File: config.mk
export PLATFORM = sky130hd
export DESIGN_NAME = bk_adder_arbiter
export DESIGN_NICKNAME = d
export VERILOG_FILES = /design/src/rtl/bk_adder_arbiter.sv
export SDC_FILE = /design/constraint.sdc
export NUM_CORES = 1
export LEC_CHECK = 0
export CORE_ASPECT_RATIO = 2
export CORE_UTILIZATION = 40
export DETAILED_ROUTE_END_ITERATION = 10
export PLACE_DENSITY_LB_ADDON = 0.3
export SKIP_CTS_REPAIR_TIMING = 1
export SLEW_MARGIN = 25
export SYNTH_ARGS = -nofsm -noshare
export SYNTH_HDL_FRONTEND = slang
export SYNTH_SLANG_ARGS = --single-unit
File: constraint.sdc
create_clock -name clk -period 3.2 [get_ports clk]
set_clock_uncertainty 0.15 [all_clocks]
set_input_delay 0.64 -clock clk [delete_from_list [all_inputs] [get_ports clk]]
set_output_delay 0.64 -clock clk [all_outputs]
set_load 0.02 [all_outputs]
File: src/rtl/bk_adder_arbiter.sv
`default_nettype none
// +-----------------------------------------------------------------------------+
// | Module  : bk_adder_arbiter (with brent_kung_adder_nbit)                     |
// | Brief   : Round-robin arbiter sharing one Brent-Kung adder across NUM_REQ   |
// |           requesters, with a tagged valid/ready response channel.           |
// | Revision: 1.0 - initial release                                             |
// +-----------------------------------------------------------------------------+

module brent_kung_adder_nbit #(
   parameter int ADDER_SIZE = 32
) (
   input  logic [ADDER_SIZE-1:0] i_a,
   input  logic [ADDER_SIZE-1:0] i_b,
   input  logic                  i_cin,
   output logic [ADDER_SIZE-1:0] o_sum,
   output logic                  o_cout
);

   localparam int c_levels = $clog2(ADDER_SIZE);
   localparam logic [ADDER_SIZE-1:0] c_one = {{(ADDER_SIZE-1){1'b0}}, 1'b1};

   // Selects the prefix-tree nodes combined at one level: bits start+off, start+off+span, ...
   function automatic logic [ADDER_SIZE-1:0] node_mask(input int span, input int start, input int off);
      logic [ADDER_SIZE-1:0] m;
      m = '0;
      for (int k = start; k + off < ADDER_SIZE; k += span)
         m = m | (c_one << (k + off));
      return m;
   endfunction

   logic [ADDER_SIZE-1:0] w_p;
   logic [ADDER_SIZE-1:0] w_gg;
   logic [ADDER_SIZE-1:0] w_gp;
   logic [ADDER_SIZE-1:0] w_m;

   // Carry-in is folded into bit 0 generate so the tree yields true carries directly.
   always_comb begin
      w_p  = i_a ^ i_b;
      w_gg = (i_a & i_b) | (w_p & (i_cin ? c_one : '0));
      w_gp = w_p;
      w_m  = '0;
      for (int l = 1; l <= c_levels; l++) begin
         w_m  = node_mask(1 << l, 0, (1 << l) - 1);
         w_gg = w_gg | (w_gp & (w_gg << (1 << (l - 1))) & w_m);
         w_gp = w_gp & ((w_gp << (1 << (l - 1))) | ~w_m);
      end
      for (int d = c_levels - 1; d >= 1; d--) begin
         w_m  = node_mask(1 << d, 1 << d, (1 << (d - 1)) - 1);
         w_gg = w_gg | (w_gp & (w_gg << (1 << (d - 1))) & w_m);
         w_gp = w_gp & ((w_gp << (1 << (d - 1))) | ~w_m);
      end
   end

   assign o_sum  = w_p ^ {w_gg[ADDER_SIZE-2:0], i_cin};
   assign o_cout = w_gg[ADDER_SIZE-1];

endmodule

module bk_adder_arbiter #(
   parameter int ADDER_SIZE = 32,
   parameter int NUM_REQ    = 4,
   parameter int ID_W       = $clog2(NUM_REQ)
) (
   input  logic                          clk,
   input  logic                          rst_n,
   input  logic [NUM_REQ-1:0]            req_valid,
   output logic [NUM_REQ-1:0]            req_ready,
   input  logic [NUM_REQ*ADDER_SIZE-1:0] req_op1,
   input  logic [NUM_REQ*ADDER_SIZE-1:0] req_op2,
   input  logic [NUM_REQ-1:0]            req_cin,
   output logic                          rsp_valid,
   input  logic                          rsp_ready,
   output logic [ADDER_SIZE-1:0]         rsp_res,
   output logic                          rsp_cout,
   output logic [ID_W-1:0]               rsp_id,
   output logic                          busy
);

   typedef enum logic [1:0] {
      S_IDLE = 2'd0,
      S_EXEC = 2'd1,
      S_RESP = 2'd2
   } state_t;

   state_t                r_state;
   logic [ID_W-1:0]       r_rr_ptr;
   logic [ID_W-1:0]       r_id;
   logic [ADDER_SIZE-1:0] r_op1;
   logic [ADDER_SIZE-1:0] r_op2;
   logic                  r_cin;

   logic                  w_gnt_any;
   logic [ID_W-1:0]       w_gnt_id;
   logic [ID_W-1:0]       w_next_ptr;
   int                    w_idx;
   int                    w_nxt;
   logic [ADDER_SIZE-1:0] w_sel_op1;
   logic [ADDER_SIZE-1:0] w_sel_op2;
   logic                  w_sel_cin;
   logic [ADDER_SIZE-1:0] w_sum;
   logic                  w_cout;

   // Scan from highest offset down so the lowest offset from rr_ptr wins.
   always_comb begin
      w_gnt_any = 1'b0;
      w_gnt_id  = '0;
      w_idx     = 0;
      for (int k = NUM_REQ - 1; k >= 0; k--) begin
         w_idx = int'(r_rr_ptr) + k;
         if (w_idx >= NUM_REQ)
            w_idx = w_idx - NUM_REQ;
         if (req_valid[w_idx]) begin
            w_gnt_any = 1'b1;
            w_gnt_id  = ID_W'(w_idx);
         end
      end
   end

   always_comb begin
      w_nxt = int'(w_gnt_id) + 1;
      if (w_nxt >= NUM_REQ)
         w_nxt = 0;
      w_next_ptr = ID_W'(w_nxt);
   end

   always_comb begin
      w_sel_op1 = '0;
      w_sel_op2 = '0;
      w_sel_cin = 1'b0;
      for (int i = 0; i < NUM_REQ; i++) begin
         if (w_gnt_id == ID_W'(i)) begin
            w_sel_op1 = req_op1[i*ADDER_SIZE +: ADDER_SIZE];
            w_sel_op2 = req_op2[i*ADDER_SIZE +: ADDER_SIZE];
            w_sel_cin = req_cin[i];
         end
      end
   end

   assign req_ready = (rst_n && (r_state == S_IDLE) && w_gnt_any)
                      ? (NUM_REQ'(1) << w_gnt_id) : '0;

   brent_kung_adder_nbit #(
      .ADDER_SIZE (ADDER_SIZE)
   ) u_adder (
      .i_a    (r_op1),
      .i_b    (r_op2),
      .i_cin  (r_cin),
      .o_sum  (w_sum),
      .o_cout (w_cout)
   );

   always_ff @(posedge clk or negedge rst_n) begin
      if (!rst_n) begin
         r_state   <= S_IDLE;
         r_rr_ptr  <= '0;
         r_id      <= '0;
         r_op1     <= '0;
         r_op2     <= '0;
         r_cin     <= 1'b0;
         rsp_valid <= 1'b0;
         rsp_res   <= '0;
         rsp_cout  <= 1'b0;
         rsp_id    <= '0;
         busy      <= 1'b0;
      end else begin
         case (r_state)
            S_IDLE: begin
               if (w_gnt_any) begin
                  r_op1    <= w_sel_op1;
                  r_op2    <= w_sel_op2;
                  r_cin    <= w_sel_cin;
                  r_id     <= w_gnt_id;
                  r_rr_ptr <= w_next_ptr;
                  r_state  <= S_EXEC;
                  busy     <= 1'b1;
               end
            end
            S_EXEC: begin
               rsp_res   <= w_sum;
               rsp_cout  <= w_cout;
               rsp_id    <= r_id;
               rsp_valid <= 1'b1;
               r_state   <= S_RESP;
            end
            S_RESP: begin
               if (rsp_ready) begin
                  rsp_valid <= 1'b0;
                  busy      <= 1'b0;
                  r_state   <= S_IDLE;
               end
            end
            default: begin
               rsp_valid <= 1'b0;
               busy      <= 1'b0;
               r_state   <= S_IDLE;
            end
         endcase
      end
   end

endmodule
`default_nettype wire
==> impl_metrics.json, run 1 <==
{
  "status": "complete, but fails checks",
  "violations": "DRC",
  "end_kind": "flop",
  "synthesis.nets": 1247,
  "sw_frac_of_total_pct": 44.8,
  "finalCritPeriodShare_pct": 98.0,
  "dp_hpwl_um": 19200,
  "setup_violations": 0,
  "rr_startpoint": "r_cin",
  "combPwrFrac_pct": 63.6,
  "crit_arrival_ps": 3220,
  "seqPwrFrac_pct": 25.6,
  "hold_viol_final": 0,
  "synth_top_flop_cell": "dfrtp_1",
  "dieArea_um2": 19100,
  "firstDrtPassIters": 10,
  "startpoint_type": "flop",
  "vdd_drop_max_v": 0.000636,
  "antenna_found_initial": 4,
  "finalNetCount": 1538,
  "mostFrequentLayoutCell": "clkdlybuf4s50_1",
  "final_area_um2": 11300,
  "yosys_warnings": 0,
  "io_pins": 308,
  "synth_edf_count": 0,
  "drv_slew": 0,
  "die_w_um": 98.3,
  "critPathKind": "reg -> reg",
  "intPower_mw": 5.36,
  "tightest_slew_ps": 673,
  "finalNonFillerCells": 1445,
  "rows": 70,
  "cts_sinks": 108,
  "synth_cells": 929,
  "placed_cells": 1420,
  "cts_max_path_buffers": 2,
  "ff2ff_path_depth": 12,
  "avgSynthCellArea_um2": 7.99,
  "grt_pass1_wl_um": 37600,
  "grt_pass1_vias": 7392,
  "core_um2": 18200,
  "drc": 7,
  "ys_ff_latch": 108,
  "startpoint": "r_cin",
  "wl_met1_um": 9440,
  "hold_path.class": "in -> async",
  "cts_inserted_buffers": 9,
  "rr_endpoint": "rsp_res[26]",
  "layout_common_cells": "clkdlybuf4s50_1 (299), a21oi_1 (210), nand2_1 (154)",
  "met3_wirelength_um": 1190,
  "area_delta_synth_final_pct": 52.3,
  "dr.first_iter.drc_count": 337,
  "synth_area_um2": 7420,
  "grt_max_degree": 79,
  "via_count": 7556,
  "root_buffer": "clkbuf_16",
  "vias_per_cell": 5.23,
  "drive_gt1_share_pct": 8.49,
  "cts_tree": "yes",
  "routed_wl_um": 24100,
  "synthArstFlopShare_pct": 100,
  "yosysSeqAreaShare_pct": 36.4,
  "grtUsageTotal_pct": 25.4,
  "power_leakage_nw": 4.78,
  "route.met2.wl_um": 12600,
  "drv_cap": 0,
  "place_congestion": 0.967,
  "power_density_nw_per_um2": 860,
  "grt_overflow": 0,
  "ys_types": 46,
  "rsz0062_at_grt": "yes",
  "start_util_pct": 40.7,
  "switching_power_mw": 4.35,
  "min_period_ps": 3140,
  "clk_latency_ps": 350,
  "clockPowerShare_pct": 10.8,
  "detail-route-antenna-nets": 0,
  "cp-endpoint": "rsp_res[26]",
  "io_buffers": 307,
  "cp_max_fo": 4,
  "htreeDepth": 3,
  "max-slew-margin-rel_pct": 55.1,
  "fp.dieH_um": 195,
  "required_ps": 3290,
  "routedWlPerCell_um": 16.7,
  "fmax_mhz": 319,
  "r2r_slack_ps": 60,
  "placedInstanceArea_um2": 10900,
  "clk_pin_slew_ps": 70,
  "top_layer_used": "met4"
}
-- synthesized netlist by cell type (2+ instances only) --
library cell	n	area, um2
a21oi_1	210	1050
nand2_1	155	582
dfrtp_1	108	2700
o21ai_0	81	405
nor2_1	70	263
nand3b_1	65	488
clkbuf_1	38	143
ha_1	34	425
buf_2	25	125
inv_1	24	90.1
fa_1	17	340
a211oi_1	14	105
mux2_2	13	146
xnor2_1	10	87.6
buf_1	6	22.5
a21o_1	5	37.5
o21a_1	5	37.5
xor2_1	5	43.8
and3_1	4	25.0
o22ai_1	4	25.0
buf_6	3	33.8
nand3_1	3	15.0
o21ai_1	3	15.0
a31o_1	2	17.5
nand2b_1	2	12.5
nand4_1	2	12.5
o21ai_2	2	17.5
-- per-stage QoR --
| stage | worst slack, ps | hold slack (ps) | setup TNS (ps) | power (mW) | utilization (%) |
|---|---|---|---|---|---|
| after floorplan | 72.4 | 194 | 0 | 6.33 | - |
| after global placement | -357 | 310 | -15800 | 8.35 | 59.6 |
| after detailed placement | -420 | 319 | -18560 | 8.53 | 59.6 |
| after CTS | -406 | 2.65 | -1740 | 9.61 | 61.2 |
| after global routing | -85.5 | 0.505 | -406 | 10.6 | 62.0 |
| final | 64.0 | 4.61 | 0 | 9.71 | 62.0 |
-- flip-flops by register name, indices dropped and copies added, names as in the netlist, 2 cells and up --
| register | cells |
|---|---|
| r_op2 | 32 |
| r_op1 | 32 |
| r_id | 2 |
| r_rr_ptr | 2 |
| r_state | 2 |
| rsp_res | 32 |
| rsp_id | 2 |
-- layout make-up --
type                    instances  area (um2)
clock inverters                 6        48.8
diodes                          4        10.0
clock buffers                  10         229
well taps                     216         270
inverters                      25        96.3
multi-input cells             724        4400
flip-flops and latches        108        2700
repair buffers                352        3540
fillers                      1684        6920
-- how the worst min path moves through the flow --
stage / end / slack (ps) / cells past startpoint
3_3_place_gp: rsp_res[13] / 310 / 2
6_report: rsp_res[29] / 5 / 1
3_5_place_dp: rsp_res[21] / 320 / 2
5_1_grt: rsp_res[29] / 0.5 / 1
2_1_floorplan: busy / 190 / 0
4_1_cts: r_op2[10] / 3 / 1
-- routing by layer --
layer	vias to the layer above	GRT usage, %
met4	0	11.2
met2	241	45.1
met3	48	3.92
met1	3465	29.9
met5	-	0
li1	3802	-
-- worst max-delay path: stages (launching register included) --
cell	delay (ps)
dfrtp_1	380
inv_2	70
fa_2	180
inv_1	50
fa_2	370
a211oi_2	210
o21ai_2	100
o2111ai_2	240
o21ai_2	130
a31o_1	250
a31o_1	240
fa_2	400
mux2_2	270
-- kinds of logic (layout without fill, tap and decap cells) --
group,after synthesis,count (layout),synth area share [%]
DFF,108,108,36.4
xor gates and xnor gates,15,15,1.77
and+or+nand+nor,309,309,19.6
other,0,4,0
adders and majority gates,51,51,10.3
buffers and inverters,97,393,5.63
muxes,14,14,2.11
AOI/OAI and AO/OA,335,335,24.2
-- power groups by stage --
stage	combinational (mW)	sequential [mW]	clock, mW
floorplan	3.69	2.64	0
global placement	5.87	2.48	0
detailed placement	6.02	2.51	0
CTS	6.05	2.49	1.08
global route	6.94	2.57	1.12
finish	6.18	2.48	1.05
(Power assumes the default switching activity.)
==> run 2, diff against run 1 <==
Settings changed: PLACE_DENSITY set to 0.79, PLACE_DENSITY_LB_ADDON 0.3 to unset.
==> run 2 against run 1 <==
  * The flow finishes with violations (DRC, setup timing)
  * Via count grew 1.6%
  * First-iteration DRC count grew 33%
  * Global-route usage grew 0.25 points
  * Utilization grew 0.73 points
  * Maximum frequency shrank 2.2%
  * Largest cell class unchanged
  * Final cell count grew 0.21%
  * Register-to-register slack lost 70 ps
  * Non-clock buffer count grew 7
  * Clock power grew 9%
==> impl_metrics.json, run 2 (synthesis gave the netlist of run 1 again) <==
{
  "dieArea_um2": 19100,
  "vias_per_cell": 5.30,
  "crit_arrival_ps": 3290,
  "multi_input_area_um2": 4430,
  "hold_path.class": "in -> async",
  "min_period_ps": 3210,
  "cts_sinks": 108,
  "mostFrequentLayoutCell": "clkdlybuf4s50_1",
  "fin_util_pct": 62.7,
  "htreeDepth": 3,
  "violations": "DRC, setup timing",
  "io_buffers": 307,
  "setup_violations": 1,
  "drive_gt1_share_pct": 9.42,
  "power_mw": 10.0,
  "io_pins": 308,
  "grt_overflow": 0,
  "fmax_mhz": 312,
  "ff2ff_path_depth": 12,
  "rr_startpoint": "r_cin",
  "grt_pass1_wl_um": 38000,
  "placed_cells": 1425,
  "dr.first_iter.drc_count": 449,
  "seq_area_um2": 2700,
  "root_buffer": "clkbuf_16",
  "cts_max_path_buffers": 2,
  "clk_pin_slew_ps": 80,
  "cts_inserted_buffers": 9,
  "vdd_drop_max_v": 0.000475,
  "r2r_slack_ps": -5,
  "required_ps": 3280,
  "area_delta_synth_final_pct": 54.1,
  "fp.dieH_um": 195,
  "antenna_found_initial": 0,
  "grtUsageTotal_pct": 25.6,
  "end_kind": "flop",
  "finalNonFillerCells": 1448,
  "routed_wl_um": 24900,
  "critPathKind": "reg -> reg",
  "status": "complete, but fails checks",
  "max-slew-margin-rel_pct": 41.5,
  "place_congestion": 0.939,
  "finalCritPeriodShare_pct": 100,
  "grt_pass1_vias": 7472,
  "drv_slew": 0,
  "reg.largest.list": "r_op1: 32 flops, r_op2: 32 flops, rsp_res: 32 flops",
  "firstDrtPassIters": 11,
  "drv_cap": 0,
  "fin_ws_ps": -5.35,
  "power_leakage_nw": 4.85,
  "layout_common_cells": "clkdlybuf4s50_1 (298), a21oi_1 (209), nand2_1 (155)",
  "rr_endpoint": "rsp_res[26]",
  "drc": 5,
  "cp_max_fo": 4,
  "tightest_slew_ps": 878,
  "core_um2": 18200,
  "fillCellCount": 1661,
  "detail-route-antenna-nets": 0,
  "cts_tree": "yes",
  "via_count": 7675,
  "grt_max_degree": 78,
  "rsz0062_at_grt": "yes",
  "cp-endpoint": "rsp_res[26]",
  "hold_viol_final": 0,
  "power_density_nw_per_um2": 877,
  "finalNetCount": 1545,
  "startpoint_type": "flop",
  "startpoint": "r_cin",
  "antennaDiodeCount": 0,
  "clk_latency_ps": 350,
  "dp_hpwl_um": 19400,
  "start_util_pct": 40.7,
  "die_w_um": 98.3,
  "rows": 70,
  "routedWlPerCell_um": 17.2
}
[run 2: changes by cell type in the layout (fill, tap and decap cells not counted), moves of 2 or more]
| cell | change |
|---|---|
| buf_6 | +2 |
| o21ai_1 | +2 |
| buf_4 | +6 |
| clkinvlp_4 | -2 |
| diode_2 | -4 |
| a211oi_1 | -2 |
| a211oi_2 | +2 |
| o21ai_2 | -2 |
[run 2: per-layer routing]
layer	GRT usage, %	up-vias	routed length [um]
li1	-	3809	-
met5	0	-	0
met1	32.1	3539	9870
met4	11.2	0	1090
met3	3.24	50	1140
met2	43.9	277	12800
[run 2: area by class of cell]
cell class	instances	share of cell area, %
Clock buffer	9	1.97
Clock inverter	7	0.711
Inverter	25	0.843
Multi-Input combinational cell	724	38.7
Sequential cell	108	23.6
Tap cell	216	2.36
Timing Repair Buffer	359	31.7
[run 2: how the worst min path moves through the flow]
| stage | slack (ps) | depth (start not counted) | to |
|---|---|---|---|
| finish | 200 | 2 | rsp_res[25] |
| global route | 220 | 2 | rsp_res[25] |
| CTS | 210 | 2 | rsp_res[25] |
| detailed placement | 320 | 2 | rsp_res[19] |
| global placement | 310 | 2 | rsp_res[12] |
| floorplan | 190 | 0 | busy |
[run 2: where the power goes]
group / total [mW] / internal (mW) / switching [mW]
sequential: 2.48 / 2.01 / 0.463
combinational: 6.41 / 2.92 / 3.49
clock: 1.14 / 0.620 / 0.524
total: 10.0 / 5.55 / 4.48
[run 2: worst max-delay path, cell delays in order (launching register included)]
cell,delay [ps]
dfrtp_1,370
inv_1,80
fa_2,200
inv_2,40
fa_2,360
a211oi_2,220
o21ai_2,100
o2111ai_2,280
o21ai_4,120
a31o_1,260
a31o_1,230
fa_2,410
mux2_2,260
[run 2: per-stage QoR]
stage	TNS, ps	hold slack [ps]	instance area (um2)	worst slack, ps
3_3_place_gp	-13650	312	10900	-436
3_5_place_dp	-16040	320	10900	-479
6_report	-5.35	202	11400	-5.35
5_1_grt	-482	222	11400	-132
4_1_cts	-2360	214	11200	-427
2_1_floorplan	0	194	7420	72.4
==> run 3, diff against run 2 <==
Settings changed: SKIP_LAST_GASP set to 1.
==> run 3 against run 2 <==
  * The run still ends with DRC, setup timing left
  * Non-clock buffer count unchanged
  * First-iteration DRC count rose by 3.6%
  * Final cell count unchanged
  * Critical path type unchanged
  * Critical endpoint unchanged
  * Largest power group unchanged
  * Highest routed layer unchanged
==> impl_metrics.json, run 3 (synthesis gave the netlist of run 1 again) <==
{
  "status": "complete, but fails checks",
  "violations": "DRC, setup timing",
  "drive_gt1_share_pct": 9.33,
  "seqPwrFrac_pct": 24.7,
  "power_density_nw_per_um2": 877,
  "sw_frac_of_total_pct": 44.6,
  "power_leakage_nw": 4.85,
  "htreeDepth": 3,
  "tightest_slew_ps": 878,
  "antennaDiodeCount": 0,
  "detail-route-antenna-nets": 0,
  "max-slew-margin-rel_pct": 41.5,
  "startpoint_type": "flop",
  "routedWlPerCell_um": 17.2,
  "cp_max_fo": 4,
  "ff2ff_path_depth": 12,
  "cts_max_path_buffers": 2,
  "start_util_pct": 40.7,
  "drc": 5,
  "firstDrtPassIters": 10,
  "cts_tree": "yes",
  "area_delta_synth_final_pct": 54.0,
  "dr.first_iter.drc_count": 465,
  "dieArea_um2": 19100,
  "core_um2": 18200,
  "rr_endpoint": "rsp_res[26]",
  "rows": 70,
  "place_congestion": 0.939,
  "required_ps": 3290,
  "grt_pass1_wl_um": 38000,
  "clockPowerShare_pct": 11.4,
  "clk_pin_slew_ps": 80,
  "grt_pass1_vias": 7472,
  "power_mw": 10.0,
  "drv_slew": 0,
  "critPathKind": "reg -> reg",
  "via_count": 7654,
  "drv_cap": 0,
  "fp.dieH_um": 195,
  "finalCritPeriodShare_pct": 100,
  "grtUsageTotal_pct": 25.6,
  "combPwrFrac_pct": 63.9,
  "reg.largest.list": "r_op1: 32 flops, r_op2: 32 flops, rsp_res: 32 flops",
  "min_period_ps": 3200,
  "mostFrequentLayoutCell": "clkdlybuf4s50_1",
  "hold_viol_final": 0,
  "crit_arrival_ps": 3290,
  "grt_overflow": 0,
  "cts_sinks": 108,
  "rsz0062_at_grt": "yes",
  "detailedPlace.worstSlack_ps": -479,
  "cp-endpoint": "rsp_res[26]",
  "routed_wl_um": 24900,
  "io_buffers": 307,
  "fin_ws_ps": -1.16,
  "r2r_slack_ps": -1,
  "vias_per_cell": 5.29,
  "hold_path.class": "in -> async",
  "vdd_drop_max_v": 0.000475,
  "cts_inserted_buffers": 9,
  "end_kind": "flop",
  "finalNetCount": 1545,
  "grt_max_degree": 78,
  "fmax_mhz": 312,
  "root_buffer": "clkbuf_16",
  "layout_common_cells": "clkdlybuf4s50_1 (298), a21oi_1 (209), nand2_1 (155)",
  "clk_latency_ps": 350,
  "startpoint": "r_cin",
  "intPower_mw": 5.55,
  "rr_startpoint": "r_cin",
  "die_w_um": 98.3,
  "dp_hpwl_um": 19400,
  "switching_power_mw": 4.47,
  "io_pins": 308,
  "antenna_found_initial": 0,
  "setup_violations": 1
}
[run 3: worst min-delay path by stage]
stage	start	end	cells after the start	slack, ps
floorplan	rst_n	busy	0	190
global placement	rsp_res[12]	rsp_res[12]	2	310
detailed placement	rsp_res[19]	rsp_res[19]	2	320
CTS	rst_n	rsp_res[25]	2	210
global route	rst_n	rsp_res[25]	2	220
finish	rst_n	rsp_res[25]	2	200
[run 3: layout make-up]
class	count	area (um2)
inverters	25	96.3
clock buffers	9	225
multi-input cells	724	4430
flip-flops and latches	108	2700
clock inverters	7	81.3
repair buffers	359	3630
well taps	216	270
fillers	1658	6790
[run 3: critical path, cell delays in order (launching register included)]
cell and delay (ps):
dfrtp_1 370, inv_1 80, fa_2 200, inv_2 40
fa_2 360, a211oi_2 220, o21ai_2 100, o2111ai_2 280
o21ai_4 120, a31o_1 260, a31o_1 230, fa_2 410
mux2_2 260
[run 3: per-layer routing]
layer	part of all wire (%)	GRT usage [%]
met3	4.5	3.24
met2	51	43.9
met4	4.5	11.2
met1	40	32.1
met5	0	0
[run 3: stage by stage]
stage	hold slack (ps)	util (%)	TNS [ps]	area (um2)	std cells
after global routing	222	62.7	-528	11400	1448
after CTS	214	61.5	-2360	11200	1441
after global placement	312	59.8	-13650	10900	1425
final	201	62.7	-1.16	11400	1448
after floorplan	194	-	0	7420	929
after detailed placement	320	59.8	-16040	10900	1425
[run 3: power by group through the flow]
stage	Combinational (mW)	Sequential, mW	Clock [mW]
final	6.40	2.48	1.14
after global routing	7.12	2.56	1.21
after CTS	6.15	2.48	1.17
after detailed placement	6.12	2.51	0
after global placement	5.95	2.48	0
after floorplan	3.69	2.64	0
